<file path="config.mk">
export PLATFORM = sky130hd
export DESIGN_NAME = alu_seq
export DESIGN_NICKNAME = d
export VERILOG_FILES = /design/src/rtl/alu_seq.sv
export SDC_FILE = /design/constraint.sdc
export NUM_CORES = 1
export LEC_CHECK = 0
export ABC_AREA = 1
export BUFFER_PORTS_ARGS = -buffer_cell sky130_fd_sc_hd__buf_2
export CAP_MARGIN = 20
export CORE_ASPECT_RATIO = 0.7
export CORE_UTILIZATION = 49
export CTS_BUF_LIST = sky130_fd_sc_hd__clkbuf_8
export DETAILED_ROUTE_END_ITERATION = 12
export GPL_ROUTABILITY_DRIVEN = 0
export GPL_TIMING_DRIVEN = 0
export HOLD_SLACK_MARGIN = 0.15
export PLACE_DENSITY = 0.88
export SETUP_SLACK_MARGIN = 0.4
export SLEW_MARGIN = 20
export SYNTH_ARGS = -nofsm -noshare
export SYNTH_HDL_FRONTEND = slang
export SYNTH_SLANG_ARGS = --single-unit
</file>
<file path="constraint.sdc">
create_clock -name CLK -period 2.1 [get_ports CLK]
set_clock_uncertainty 0.15 [all_clocks]
set_input_delay 0.525 -clock CLK [delete_from_list [all_inputs] [get_ports CLK]]
set_output_delay 0.525 -clock CLK [all_outputs]
set_load 0.05 [all_outputs]
</file>
<file path="src/rtl/alu_seq.sv">
// rtl/alu_seq.sv - request/response sequencer that drives an external ALU and captures its result
module alu_seq #(
  parameter int SETTLE_CYCLES = 2
) (
  input  logic        CLK,
  input  logic        RST,
  input  logic        REQ_VALID,
  output logic        REQ_READY,
  input  logic [5:0]  REQ_OPRN,
  input  logic [31:0] REQ_OP1,
  input  logic [31:0] REQ_OP2,
  output logic        RSP_VALID,
  input  logic        RSP_READY,
  output logic [31:0] RSP_DATA,
  output logic        RSP_ZERO,
  output logic        RSP_ERR,
  output logic [31:0] ALU_OP1,
  output logic [31:0] ALU_OP2,
  output logic [5:0]  ALU_OPRN,
  input  logic [31:0] ALU_OUT,
  input  logic        ALU_ZERO,
  output logic [15:0] OP_COUNT
);

  typedef enum logic [1:0] {IDLE, EXEC, RESP} state_t;

  localparam logic [3:0] SETTLE_LOAD = 4'(SETTLE_CYCLES - 1);

  state_t      state;
  state_t      state_nxt;
  logic [3:0]  cnt;
  logic        legal;
  logic        accept;
  logic        capture;
  logic        retire;

  assign legal     = (REQ_OPRN >= 6'h01) && (REQ_OPRN <= 6'h09);
  assign REQ_READY = (state == IDLE);
  assign accept    = (state == IDLE) && REQ_VALID;
  assign capture   = (state == EXEC) && (cnt == 4'd0);
  assign retire    = (state == RESP) && RSP_READY;

  always_ff @(posedge CLK or negedge RST) begin
    if (!RST) begin
      state <= IDLE;
    end else begin
      state <= state_nxt;
    end
  end

  always_comb begin
    state_nxt = state;
    case (state)
      IDLE: begin
        if (REQ_VALID) begin
          state_nxt = legal ? EXEC : RESP;
        end
      end
      EXEC: begin
        if (cnt == 4'd0) begin
          state_nxt = RESP;
        end
      end
      RESP: begin
        if (RSP_READY) begin
          state_nxt = IDLE;
        end
      end
      default: state_nxt = IDLE;
    endcase
  end

  // Settle counter: loaded on a legal accept, counts down while the ALU inputs settle
  always_ff @(posedge CLK or negedge RST) begin
    if (!RST) begin
      cnt <= 4'd0;
    end else if (accept && legal) begin
      cnt <= SETTLE_LOAD;
    end else if ((state == EXEC) && (cnt != 4'd0)) begin
      cnt <= cnt - 4'd1;
    end
  end

  // ALU operands only move on a legal accept, so illegal requests leave them untouched
  always_ff @(posedge CLK or negedge RST) begin
    if (!RST) begin
      ALU_OP1  <= 32'd0;
      ALU_OP2  <= 32'd0;
      ALU_OPRN <= 6'd0;
    end else if (accept && legal) begin
      ALU_OP1  <= REQ_OP1;
      ALU_OP2  <= REQ_OP2;
      ALU_OPRN <= REQ_OPRN;
    end
  end

  always_ff @(posedge CLK or negedge RST) begin
    if (!RST) begin
      RSP_VALID <= 1'b0;
      RSP_DATA  <= 32'd0;
      RSP_ZERO  <= 1'b0;
      RSP_ERR   <= 1'b0;
    end else if (accept && !legal) begin
      RSP_VALID <= 1'b1;
      RSP_DATA  <= 32'd0;
      RSP_ZERO  <= 1'b0;
      RSP_ERR   <= 1'b1;
    end else if (capture) begin
      RSP_VALID <= 1'b1;
      RSP_DATA  <= ALU_OUT;
      RSP_ZERO  <= ALU_ZERO;
      RSP_ERR   <= 1'b0;
    end else if (retire) begin
      RSP_VALID <= 1'b0;
    end
  end

  always_ff @(posedge CLK or negedge RST) begin
    if (!RST) begin
      OP_COUNT <= 16'd0;
    end else if (retire && !RSP_ERR) begin
      OP_COUNT <= OP_COUNT + 16'd1;
    end
  end

endmodule

</file>
Yosys cells after proc, flatten, opt, wreduce, memory -nomap -nowiden
Cells that the tools add are included.
- input bits: 107
- logic and storage cells: 52
- output and inout bits: 122
- bits in registers: 127
- reduce and logical (&&, ||, !) cells: 17
- add/sub/neg operators: 2
- mux-type cells: 16
- order comparisons: 2
- equal/unequal tests: 5
- operators with widths (kind ; number):
    2-to-1 mux 32 bit ; 2
    adder 16 x 1 -> 16 bit (second input constant) ; 1
    logical AND 1 bit ; 8
    2-to-1 mux 2 bit ; 4
    2-to-1 mux 4 bit ; 2
    2-to-1 mux 1 bit ; 7
    greater-or-equal comparator 6 x 1 -> 1 bit (second input constant) ; 1
    <= comparator 6 x 4 -> 1 bit (second input constant) ; 1
    inequality test 2 bit (second input constant) ; 3
    one-hot mux 2 bit (3 select lines) ; 1
    zero test 4 bit ; 1
    nonzero test 2 bit ; 2
    nonzero test 4 bit ; 1
    subtractor 4 x 1 -> 4 bit (second input constant) ; 1
    AND reduction 3 bit ; 1
    nonzero test 3 bit ; 1
    == test 2 x 1 -> 1 bit (second input constant) ; 1
    == test 2 bit (second input constant) ; 1
    zero test 1 bit ; 2
    zero test 2 bit ; 1

Depth between registers and ports, before layout
Gate-level depths: netlist of run 1.
- word-level depth: 5
- depth in mapped cells: 10
- mapped depth without buffers: 9

Least setup slack after synthesis of run 1
No wires, ideal clock.
- path kind: reg-to-reg
- from: reg OP_COUNT[0]
- to: reg OP_COUNT[14]
- arrival time: 1.576 ns
- period minus slack after synthesis: 1.845 ns
- slack: 0.255 ns
- buffers on the path: 0
- stages on the path, launching flop included: 9
- data required time: 1.831 ns
- setup time: 0.119 ns
- cell sequence: dfrtp_1 -> ha_1 -> nand3_1 -> nor2_1 -> nand2_1 -> nor2_1 -> nand2_1 -> nand2_1 -> nand2_1
- word-level cells in the longest chain between the ends: 1
- RTL lines (what ; RTL line ; source):
    from (decl) ; 22 ; output logic [15:0] OP_COUNT
    from (signal assigned) ; 122 ; OP_COUNT <= OP_COUNT + 16'd1;
    adder 16 x 1 -> 16 bit ; 122 ;
Every way passes these cells.
A chain may end at the register's enable or synchronous reset.

Final worst setup path of run 1
- from: reg cnt[1]
- to: reg RSP_DATA[9]
- word-level cells in the longest chain between the ends: 3
- RTL lines (what ; RTL line ; source):
    from (decl) ; 31 ; logic [3:0] cnt;
    from (signal assigned) ; 80 ; cnt <= cnt - 4'd1;
    zero test 4 bit ; 40 ; assign capture = (state == EXEC) && (cnt == 4'd0);
    logical AND 1 bit ; 40 ;
    nonzero test 2 bit (no line) ; - ;
    to (signal assigned) ; 100 ; RSP_DATA <= 32'd0;
    to (signal assigned) ; 105 ; RSP_DATA <= 32'd0;
    to (signal assigned) ; 110 ; RSP_DATA <= ALU_OUT;
    to (decl) ; 14 ; output logic [31:0] RSP_DATA,
Every way passes these cells.

==> results.toml, run 1 <==
[outcome]
status = "completed"

[cts]
cts_inserted_buffers = 17
insertion_delay_ps = 440
path_clk_slew_ps = 80
cts_root_buffer = "clkbuf_8"
cts_buffer_depth = 2
cts_htree_levels = 4
numClockSinks = 127
cts_tree = "built"

[sta]
timing.final.crit_share_pct = 98.62
setup_tns_ps = 0
rsz0062_at_grt = "yes"
worstMarginPinSlew_ps = 551.4
fin_ws_ps = 28.97
finalHoldViolCount = 0
finalSetupViolCount = 0
max_slew_margin_pct = 63.24
fmax_mhz = 482.9
final.min_clock_period_ps = 2071
maxSlewViolCount = 0

[global_routing]
grt.busiest_layer = "met2"
grt_overflow = 0
grt_pass1_wl_um = 30640
grt_pass1_vias = 6239
use_met2_pct = 59.97
grt_max_degree = 72
grtUsageMet3_pct = 10.24
antenna_found_initial = 0
grt_use_met1_pct = 39.04
grt.total_usage_pct = 35.12

[power]
power_density_mw_per_mm2 = 1390
p_leak_nw = 5.436
finalPower_mw = 13.33
p_int_mw = 6.853
combPwrFrac_pct = 53.9
p_clk_share_pct = 15.7
p_sw_mw = 6.475
seq_power_share_pct = 30.5
vdd_drop_max_mv = 1.240
swShare_pct = 48.58

[die]
pin_count = 229
dieArea_mm2 = 0.01143
initial_utilization_pct = 51.26
num_rows = 31
core-area_mm2 = 0.01051
die_y_um = 89.73
die_width_um = 127.3

[placed_design]
hpwl_um = 10040
place_ws_ps = 33.32
io_buffers = 228
dp_cells = 1040
place_area_mm2 = 0.006756

[critical_path]
cp.required_ps = 2310
slowest_stage = "dfrtp_1"
crit_fanout = 10
crit_buf_inv = 4
critPathCaptureType = "flip-flop"
critPathLaunchType = "flip-flop"
cpPeakStageDelay_ps = 400
critPathTopFamily = "simple AND/OR/NAND/NOR gates"
crit_top_cell = "nand2_1"
arrival_ps = 2280
path_cells = "inv_2 -> ha_4 -> nand2_4 -> nor2_4 -> buf_12 -> buf_4 -> nand2_1 -> nand2_2 -> nand2_1 -> inv_1"
critPathKind = "flip-flop to flip-flop"

[logic_synthesis]
synth-edff-count = 0
synth_nets = 773
syn_avg_cell_area_um2 = 8.126
yosys_warnings = 0
synthesis.area_mm2 = 0.005388
ys_async_sr_fraction_pct = 100.0
synth_cells = 663
ys.flop_type = "dfrtp_1"
ys_seq_area_share_pct = 58.99
synth_seq_cells = 127
ys_types = 22

[hold_path]
hold_path.class = "input pin to flip-flop"

[route]
wl_per_cell_um = 22.42
via_per_inst = 5.695
firstDrtPassIters = 8
vias = 6919
drc = 0
drtIter0Drc = 815
wl_um = 27240
ant_nets = 0

[finish]
finish.instance_area_mm2 = 0.009585
area_delta_synth_final_pct = 77.91
drive_gt1_share_pct = 42.50
fin_nets = 1163
instances_no_fill = 1215
filler_cell_count = 353

[job]
cap_violations = 0
-- power groups by stage --
stage               combinational [mW]  sequential (mW)  clock, mW
CTS                               6.05             3.87       2.02
floorplan                        0.977             6.40          0
finish                            7.18             4.06       2.09
global placement                  4.87             3.70          0
detailed placement                4.96             3.70          0
global route                      7.39             4.11       2.18
-- layer usage --
| layer | wire [um] | share of wire, % | vias to the layer above |
|---|---|---|---|
| li1 | - | - | 2747 |
| met1 | 8854 | 33 | 3177 |
| met2 | 12330 | 45 | 739 |
| met3 | 3703 | 14 | 254 |
| met4 | 2313 | 8.5 | 2 |
| met5 | 40 | 0.15 | - |
-- cell families (layout without fill, tap and decap cells) --
| group | Yosys count | count (layout) | synth area share (%) |
|---|---|---|---|
| xor gates and xnor gates | 11 | 11 | 1.788 |
| buffers and inverters | 88 | 491 | 7.130 |
| DFF | 127 | 127 | 58.99 |
| adders and majority gates | 3 | 3 | 0.6968 |
| and+or+nand+nor | 424 | 424 | 30.40 |
| AOI/OAI and AO/OA | 10 | 10 | 0.9986 |
| other | 0 | 1 | 0 |
-- flip-flops by register name, summed over array words and instances, names as in the netlist --
signal,count
ALU_OP2,32
RSP_ZERO,1
cnt,4
OP_COUNT,16
RSP_DATA,32
ALU_OP1,32
ALU_OPRN,6
RSP_VALID,1
state,2
RSP_ERR,1
-- worst min-delay path, stage by stage --
cell     delay (ps)
buf_2            80
nand2_1          70
nand2_1          80
-- Yosys cell counts (4+ instances only) --
| cell | count | share of area [%] |
|---|---|---|
| nand2_1 | 383 | 27 |
| dfrtp_1 | 127 | 59 |
| inv_1 | 60 | 4.2 |
| nor2_1 | 20 | 1.4 |
| buf_2 | 16 | 1.5 |
| nand3_1 | 8 | 0.74 |
| xor2_1 | 7 | 1.1 |
| nand4_1 | 6 | 0.70 |
| o21ai_0 | 6 | 0.56 |
| buf_6 | 4 | 0.84 |
| clkbuf_1 | 4 | 0.28 |
| xnor2_1 | 4 | 0.65 |
-- area by class of cell --
class	count	area, um2	share of cell area (%)
clock buffer	19	261.5	2.728
timing repair inverter	1	6.256	0.06527
antenna	1	2.502	0.02611
sequential	127	3183	33.21
inverter	63	241.5	2.519
clock inverter	13	115.1	1.201
timing repair buffer	370	3248	33.89
tap	148	185.2	1.932
buffer	25	211.5	2.206
multi-input combinational	448	2131	22.23
-- layout by cell type (no fill, tap or decap), types with 5 or more instances in the layout --
master         count
dlygate4sd3_1     63
buf_6            130
nand4_1            6
inv_1             50
nor2_2             5
nand2_1          321
xor2_1             7
dfrtp_1          123
buf_8              5
nand2_4           21
buf_4             74
nand3_1            8
nor2_1            14
o21ai_0            6
clkbuf_8          19
nand2_2           41
buf_2            113
inv_2             12
-- per-stage QoR --
stage / util [%] / hold WS [ps]
2_1_floorplan: - / 79.41
6_report: 91.19 / 202.9
5_1_grt: 91.17 / 175.4
3_5_place_dp: 64.28 / 310.6
4_1_cts: 82.61 / 153.7
3_3_place_gp: 63.96 / 307.3
-- worst paths after layout --
kind                                         startpoint                      end  slack (ps)  depth (start not counted)
worst max-delay path                 cnt[1]$_DFFE_PN0P_  RSP_DATA[9]$_DFFE_PN0P_          30                         10
worst min-delay path                        REQ_OP1[13]  ALU_OP1[13]$_DFFE_PN0N_         200                          3
worst max register to register       cnt[1]$_DFFE_PN0P_  RSP_DATA[9]$_DFFE_PN0P_          30                         10
worst min register to register  ALU_OP1[23]$_DFFE_PN0N_  ALU_OP1[23]$_DFFE_PN0N_         360                          2
max in group asynchronous                           RST  OP_COUNT[0]$_DFFE_PN0P_         570                          3
min in group asynchronous                           RST  OP_COUNT[9]$_DFFE_PN0P_         470                          2
-- what timing repair did --
action                                 CTS  global route
gates cloned                             0             5
setup endpoints to repair              228           214
gates resized for setup                249           129
endpoints found under the hold margin  118             0
hold buffers                            63             0
setup buffers                           21            53
pin swaps                                1            22
Note: power is estimated with default switching activity, not from simulation.
==> run 2, diff against run 1 <==
--- a/config.mk
+++ b/config.mk
@@ -16,6 +16,7 @@
 export GPL_TIMING_DRIVEN = 0
 export HOLD_SLACK_MARGIN = 0.15
 export PLACE_DENSITY = 0.88
+export REMOVE_ABC_BUFFERS = 1
 export SETUP_SLACK_MARGIN = 0.4
 export SLEW_MARGIN = 20
 export SYNTH_ARGS = -nofsm -noshare
==> run 2 against run 1 <==
Via count down 12%. Die area unchanged. Largest cell class is now registers. Clock-buffer cell count up 1. Cell area down 4.1%. Cell count down 3.5%. Combinational power down 6.1%. Setup slack better by 230 ps. Global-route usage down 4.6 points.
==> results.toml, run 2 (synthesis results as in run 1) <==
[outcome]
status = "completed"

[job]
cap_violations = 0

[critical_path]
crit_fanout = 2
critPathTopFamily = "flip-flops"
cp.required_ps = 1420
critPathCaptureType = "output pin"
path_cells = "inv_2 -> nand2_4 -> inv_2 -> buf_8"
slowest_stage = "dfrtp_1"
arrival_ps = 1170
cpPeakStageDelay_ps = 400
crit_top_cell = "inv_2"
reg2reg_to = "RSP_DATA[16]$_DFFE_PN0P_"
rrSetupSlack_ps = 280
crit-reg2reg-launch = "state[1]$_DFFE_PN0P_"
crit_buf_inv = 3
critPathKind = "flip-flop to output pin"
rr_worst_depth = 12
critPathLaunchType = "flip-flop"

[route]
wl_um = 21290
ant_nets = 0
met1_length_um = 7820
dr_wl_met2_um = 10450
drtIter0Drc = 467
via_per_inst = 5.211
maxUsedRoutingLayer = "met5"
wl_met3_um = 1950
drc = 0
vias = 6107
wl_per_cell_um = 18.16
firstDrtPassIters = 6

[finish]
multi_input_area_mm2 = 0.001998
instances_no_fill = 1172
drive_gt1_share_pct = 35.68
top_regs = "ALU_OP1 x32, ALU_OP2 x32, RSP_DATA x32"
final_cell_mix = "nand2_1, dfrtp_1, buf_6"
filler_cell_count = 497
fin_util_pct = 87.45
final_common_cell = "nand2_1"
area_delta_synth_final_pct = 70.62
fin_nets = 1121
register_area_mm2 = 0.003184

[hold_path]
min_from = "REQ_OP1[1]"
hold_path_depth = 3
hold_path.class = "input pin to flip-flop"
min_to = "ALU_OP1[1]$_DFFE_PN0N_"

[die]
core-area_mm2 = 0.01051
die_y_um = 89.73
die_width_um = 127.3
pin_count = 229
dieArea_mm2 = 0.01143
num_rows = 31
initial_utilization_pct = 51.26

[power]
vdd_drop_max_mv = 1.259
p_leak_nw = 5.255
power_density_mw_per_mm2 = 1408

[sta]
worstMarginPinSlew_ps = 720.0
maxSlewViolCount = 0
final.min_clock_period_ps = 1842
fin_ws_ps = 258.4
rsz0062_at_grt = "yes"
max_slew_margin_pct = 52.00
timing.final.crit_share_pct = 87.69
finalHoldViolCount = 0
fmax_mhz = 543.0
finalSetupViolCount = 0

[cts]
cts_tree = "built"
path_clk_slew_ps = 80
numClockSinks = 127
cts_root_buffer = "clkbuf_8"
cts_buffer_depth = 2
insertion_delay_ps = 420
cts_htree_levels = 4
cts_inserted_buffers = 17

[global_routing]
grt_pass1_wl_um = 26900
grt_max_degree = 76
antenna_found_initial = 2
grt_pass1_vias = 5504
grt_overflow = 0
grt.total_usage_pct = 30.52

[placed_design]
hpwl_um = 8857
io_buffers = 228
dp_cells = 1016
place_ws_ps = -711.4
## run 2: cell count changes in the layout (fill, tap and decap cells not counted), moves of 4 or more
cell | previous run | this run
nand2_1 | 321 | 367
nand2_2 | 41 | 11
nand2_4 | 21 | 3
buf_4 | 74 | 57
buf_6 | 130 | 119
buf_2 | 113 | 105
inv_1 | 50 | 58
inv_2 | 12 | 5
dlygate4sd3_1 | 63 | 57
buf_12 | 1 | 5
## run 2: layout make-up
class | instances | area share (%)
sequential | 127 | 34.64
timing repair buffer | 349 | 33.69
multi-input combinational | 450 | 21.74
clock buffer | 20 | 2.994
inverter | 63 | 2.994
tap | 148 | 2.014
clock inverter | 11 | 1.538
timing repair inverter | 3 | 0.3675
antenna | 1 | 0.02722
## run 2: timing repair
action,in CTS,in global routing
pin swaps,5,6
resized for setup,185,122
hold endpoints to repair,130,0
buffers inserted,27,31
endpoints found under the setup margin,241,219
hold buffers,57,0
cloned,2,7
## run 2: metal layers
metal,global-route usage [%],vias to the layer above
met5,0,-
met3,7.976,115
met2,53.78,408
li1,-,2662
met1,35.16,2920
met4,12.60,2
## run 2: power by group
group | switching (mW) | leakage (nW) | total [mW] | internal (mW)
Combinational | 4.34 | 3.40 | 6.74 | 2.40
Sequential | 0.706 | 1.64 | 3.96 | 3.25
Clock | 0.989 | 0.217 | 2.25 | 1.26
Total | 6.03 | 5.26 | 12.9 | 6.91
## run 2: worst min-delay path: stages
cell	delay (ps)
buf_2	80
nand2_1	50
nand2_1	50
## run 2: per-stage QoR
stage,hold WS (ps),power (mW),area (um2),setup TNS [ps]
3_3_place_gp,307.2,8.508,6566,-330300
5_1_grt,145.9,13.37,9193,0
3_5_place_dp,309.2,8.633,6633,-55020
6_report,167.0,12.94,9193,0
4_1_cts,150.6,11.75,8359,0
2_1_floorplan,79.41,7.332,5240,-64410
## run 2: worst max path at each step
stage	startpoint	end	cells past startpoint
floorplan	REQ_OPRN[5]	ALU_OP1[0]$_DFFE_PN0N_	6
global placement	REQ_OPRN[5]	ALU_OP1[15]$_DFFE_PN0N_	7
detailed placement	REQ_OPRN[5]	ALU_OP1[11]$_DFFE_PN0N_	7
CTS	state[1]$_DFFE_PN0P_	REQ_READY	4
global route	OP_COUNT[9]$_DFFE_PN0P_	OP_COUNT[15]$_DFFE_PN0P_	9
finish	state[1]$_DFFE_PN0P_	REQ_READY	4
==> run 3, diff against run 2 <==
--- a/config.mk
+++ b/config.mk
@@ -8,9 +8,11 @@
 export ABC_AREA = 1
 export BUFFER_PORTS_ARGS = -buffer_cell sky130_fd_sc_hd__buf_2
 export CAP_MARGIN = 20
+export CELL_PAD_IN_SITES_DETAIL_PLACEMENT = 2
+export CELL_PAD_IN_SITES_GLOBAL_PLACEMENT = 2
 export CORE_ASPECT_RATIO = 0.7
-export CORE_UTILIZATION = 49
-export CTS_BUF_LIST = sky130_fd_sc_hd__clkbuf_8
+export CORE_UTILIZATION = 27
+export CTS_BUF_LIST = sky130_fd_sc_hd__clkbuf_2 sky130_fd_sc_hd__clkbuf_4 sky130_fd_sc_hd__clkbuf_8
 export DETAILED_ROUTE_END_ITERATION = 12
 export GPL_ROUTABILITY_DRIVEN = 0
 export GPL_TIMING_DRIVEN = 0
==> run 3 against run 2 <==
Global-route usage down 4.2 points. Clock power up 16%. Register-to-register slack about the same. Setup slack worse by 18 ps. Total power up 9.6%. First-iteration DRC count down 34%. Critical path type unchanged. Largest cell class is now buffers.
==> results.toml, run 3 (synthesis results as in run 1) <==
[route]
via_per_inst = 4.675
vias = 6227
drc = 0
wl_per_cell_um = 24.63
drtIter0Drc = 309
firstDrtPassIters = 5
ant_nets = 0
wl_um = 32800

[cts]
cts_buffer_depth = 2
path_clk_slew_ps = 80
cts_htree_levels = 4
insertion_delay_ps = 450
cts_root_buffer = "clkbuf_8"
numClockSinks = 127
cts_tree = "built"
cts_inserted_buffers = 17

[placed_design]
place_area_mm2 = 0.006822
dp_cells = 1133
hpwl_um = 13520
place_ws_ps = -478.3
io_buffers = 228

[outcome]
status = "completed"

[critical_path]
critPathCaptureType = "output pin"
cp.required_ps = 1420
critPathLaunchType = "flip-flop"
reg2reg_to = "RSP_DATA[16]$_DFFE_PN0P_"
crit_path_end = "REQ_READY"
critPathKind = "flip-flop to output pin"
rrSetupSlack_ps = 280
arrival_ps = 1180
rr_worst_depth = 10
crit_fanout = 3
crit-reg2reg-launch = "state[1]$_DFFE_PN0P_"
cp-startpoint = "state[0]$_DFFE_PN0P_"

[sta]
maxSlewViolCount = 0
max_slew_margin_pct = 63.41
fmax_mhz = 537.9
timing.final.crit_share_pct = 88.53
worstMarginPinSlew_ps = 548.9
fin_ws_ps = 240.9
rsz0062_at_grt = "yes"
finalSetupViolCount = 0
hold_ws_ps = 223.0
final.min_clock_period_ps = 1859
finalHoldViolCount = 0

[die]
die_width_um = 170.8
dieArea_mm2 = 0.02053
pin_count = 229
core-area_mm2 = 0.01923
num_rows = 42
initial_utilization_pct = 28.01
die_y_um = 120.2

[finish]
instances_no_fill = 1332
final_cell_mix = "nand2_1, dfrtp_1, buf_6"
fin_util_pct = 50.81
filler_cell_count = 2056
area_delta_synth_final_pct = 81.40
fin_nets = 1162
drive_gt1_share_pct = 37.03
finish.instance_area_mm2 = 0.009773
top_regs = "ALU_OP1 x32, ALU_OP2 x32, RSP_DATA x32"
final_common_cell = "nand2_1"

[global_routing]
grt_max_degree = 66
grt_pass1_wl_um = 39880
grt.total_usage_pct = 26.36
grt_pass1_vias = 6789
grt_overflow = 0
antenna_found_initial = 4

[power]
power_density_mw_per_mm2 = 1452
vdd_drop_max_mv = 0.7768
p_leak_nw = 5.518

[job]
cap_violations = 0

[hold_path]
hold_path.class = "input pin to flip-flop"
## run 3: changes by cell type in the layout (fill, tap and decap cells not counted), moves of 3 or more
cell	delta
buf_4	+29
dlygate4sd3_1	+8
nand2_1	+7
nand2_2	-4
buf_16	+3
buf_6	+3
dfrtp_1	+3
dfrtp_2	-3
diode_2	+3
inv_1	-3
## run 3: cell type report
cell class              count  area [um2]  area share [%]
clock inverters            11       188.9           1.933
repair buffers            392        3511           35.92
flip-flops and latches    127        3181           32.54
multi-input cells         449        1968           20.14
diodes                      4       10.01          0.1024
clock buffers              20       262.8           2.689
inverters                  63       275.3           2.817
well taps                 264       330.3           3.380
repair inverters            2       46.29          0.4737
## run 3: how the worst min path moves through the flow
stage / from / end / slack [ps] / cells after the start
finish: RSP_READY / state[1]$_DFFE_PN0P_ / 220 / 3
global route: RSP_READY / state[1]$_DFFE_PN0P_ / 200 / 3
CTS: REQ_OP2[15] / ALU_OP2[15]$_DFFE_PN0N_ / 160 / 3
detailed placement: ALU_OP1[8]$_DFFE_PN0N_ / ALU_OP1[8]$_DFFE_PN0N_ / 310 / 2
global placement: ALU_OP1[24]$_DFFE_PN0N_ / ALU_OP1[24]$_DFFE_PN0N_ / 310 / 2
floorplan: RST / ALU_OP1[0]$_DFFE_PN0N_ / 80 / 0
## run 3: power breakdown
part           leakage [nW]  switching [mW]  internal [mW]  total [mW]
logic                  3.65            4.80           2.71        7.51
registers              1.64           0.813           3.25        4.06
clock network         0.225            1.15           1.46        2.61
## run 3: what timing repair did
item                                    4_1_cts  5_1_grt
endpoints found under the setup margin      245      231
gates cloned                                  3        5
endpoints found under the hold margin       127        1
setup buffers                                42       49
pin swaps                                     3        6
gates resized for setup                     268       33
hold buffers                                 64        1
## run 3: worst max-delay path, cell delays in order, from the launching register on
cell and delay (ps):
dfrtp_1 390, inv_2 90, nand2_4 70, inv_2 60, buf_8 140
## run 3: per-stage QoR
step           power [mW]  TNS [ps]
2_1_floorplan       7.332    -64410
3_3_place_gp        8.624   -406580
3_5_place_dp        8.866    -31480
4_1_cts             12.93         0
5_1_grt             14.65         0
6_report            14.19         0
## run 3: routing by layer
layer / part of all wire, % / up-vias / GRT usage [%]
met3: 6.3 / 73 / 8.282
met5: 0 / - / 0
met4: 4.3 / 0 / 8.650
li1: - / 2741 / -
met1: 37 / 3135 / 28.03
met2: 53 / 278 / 49.16
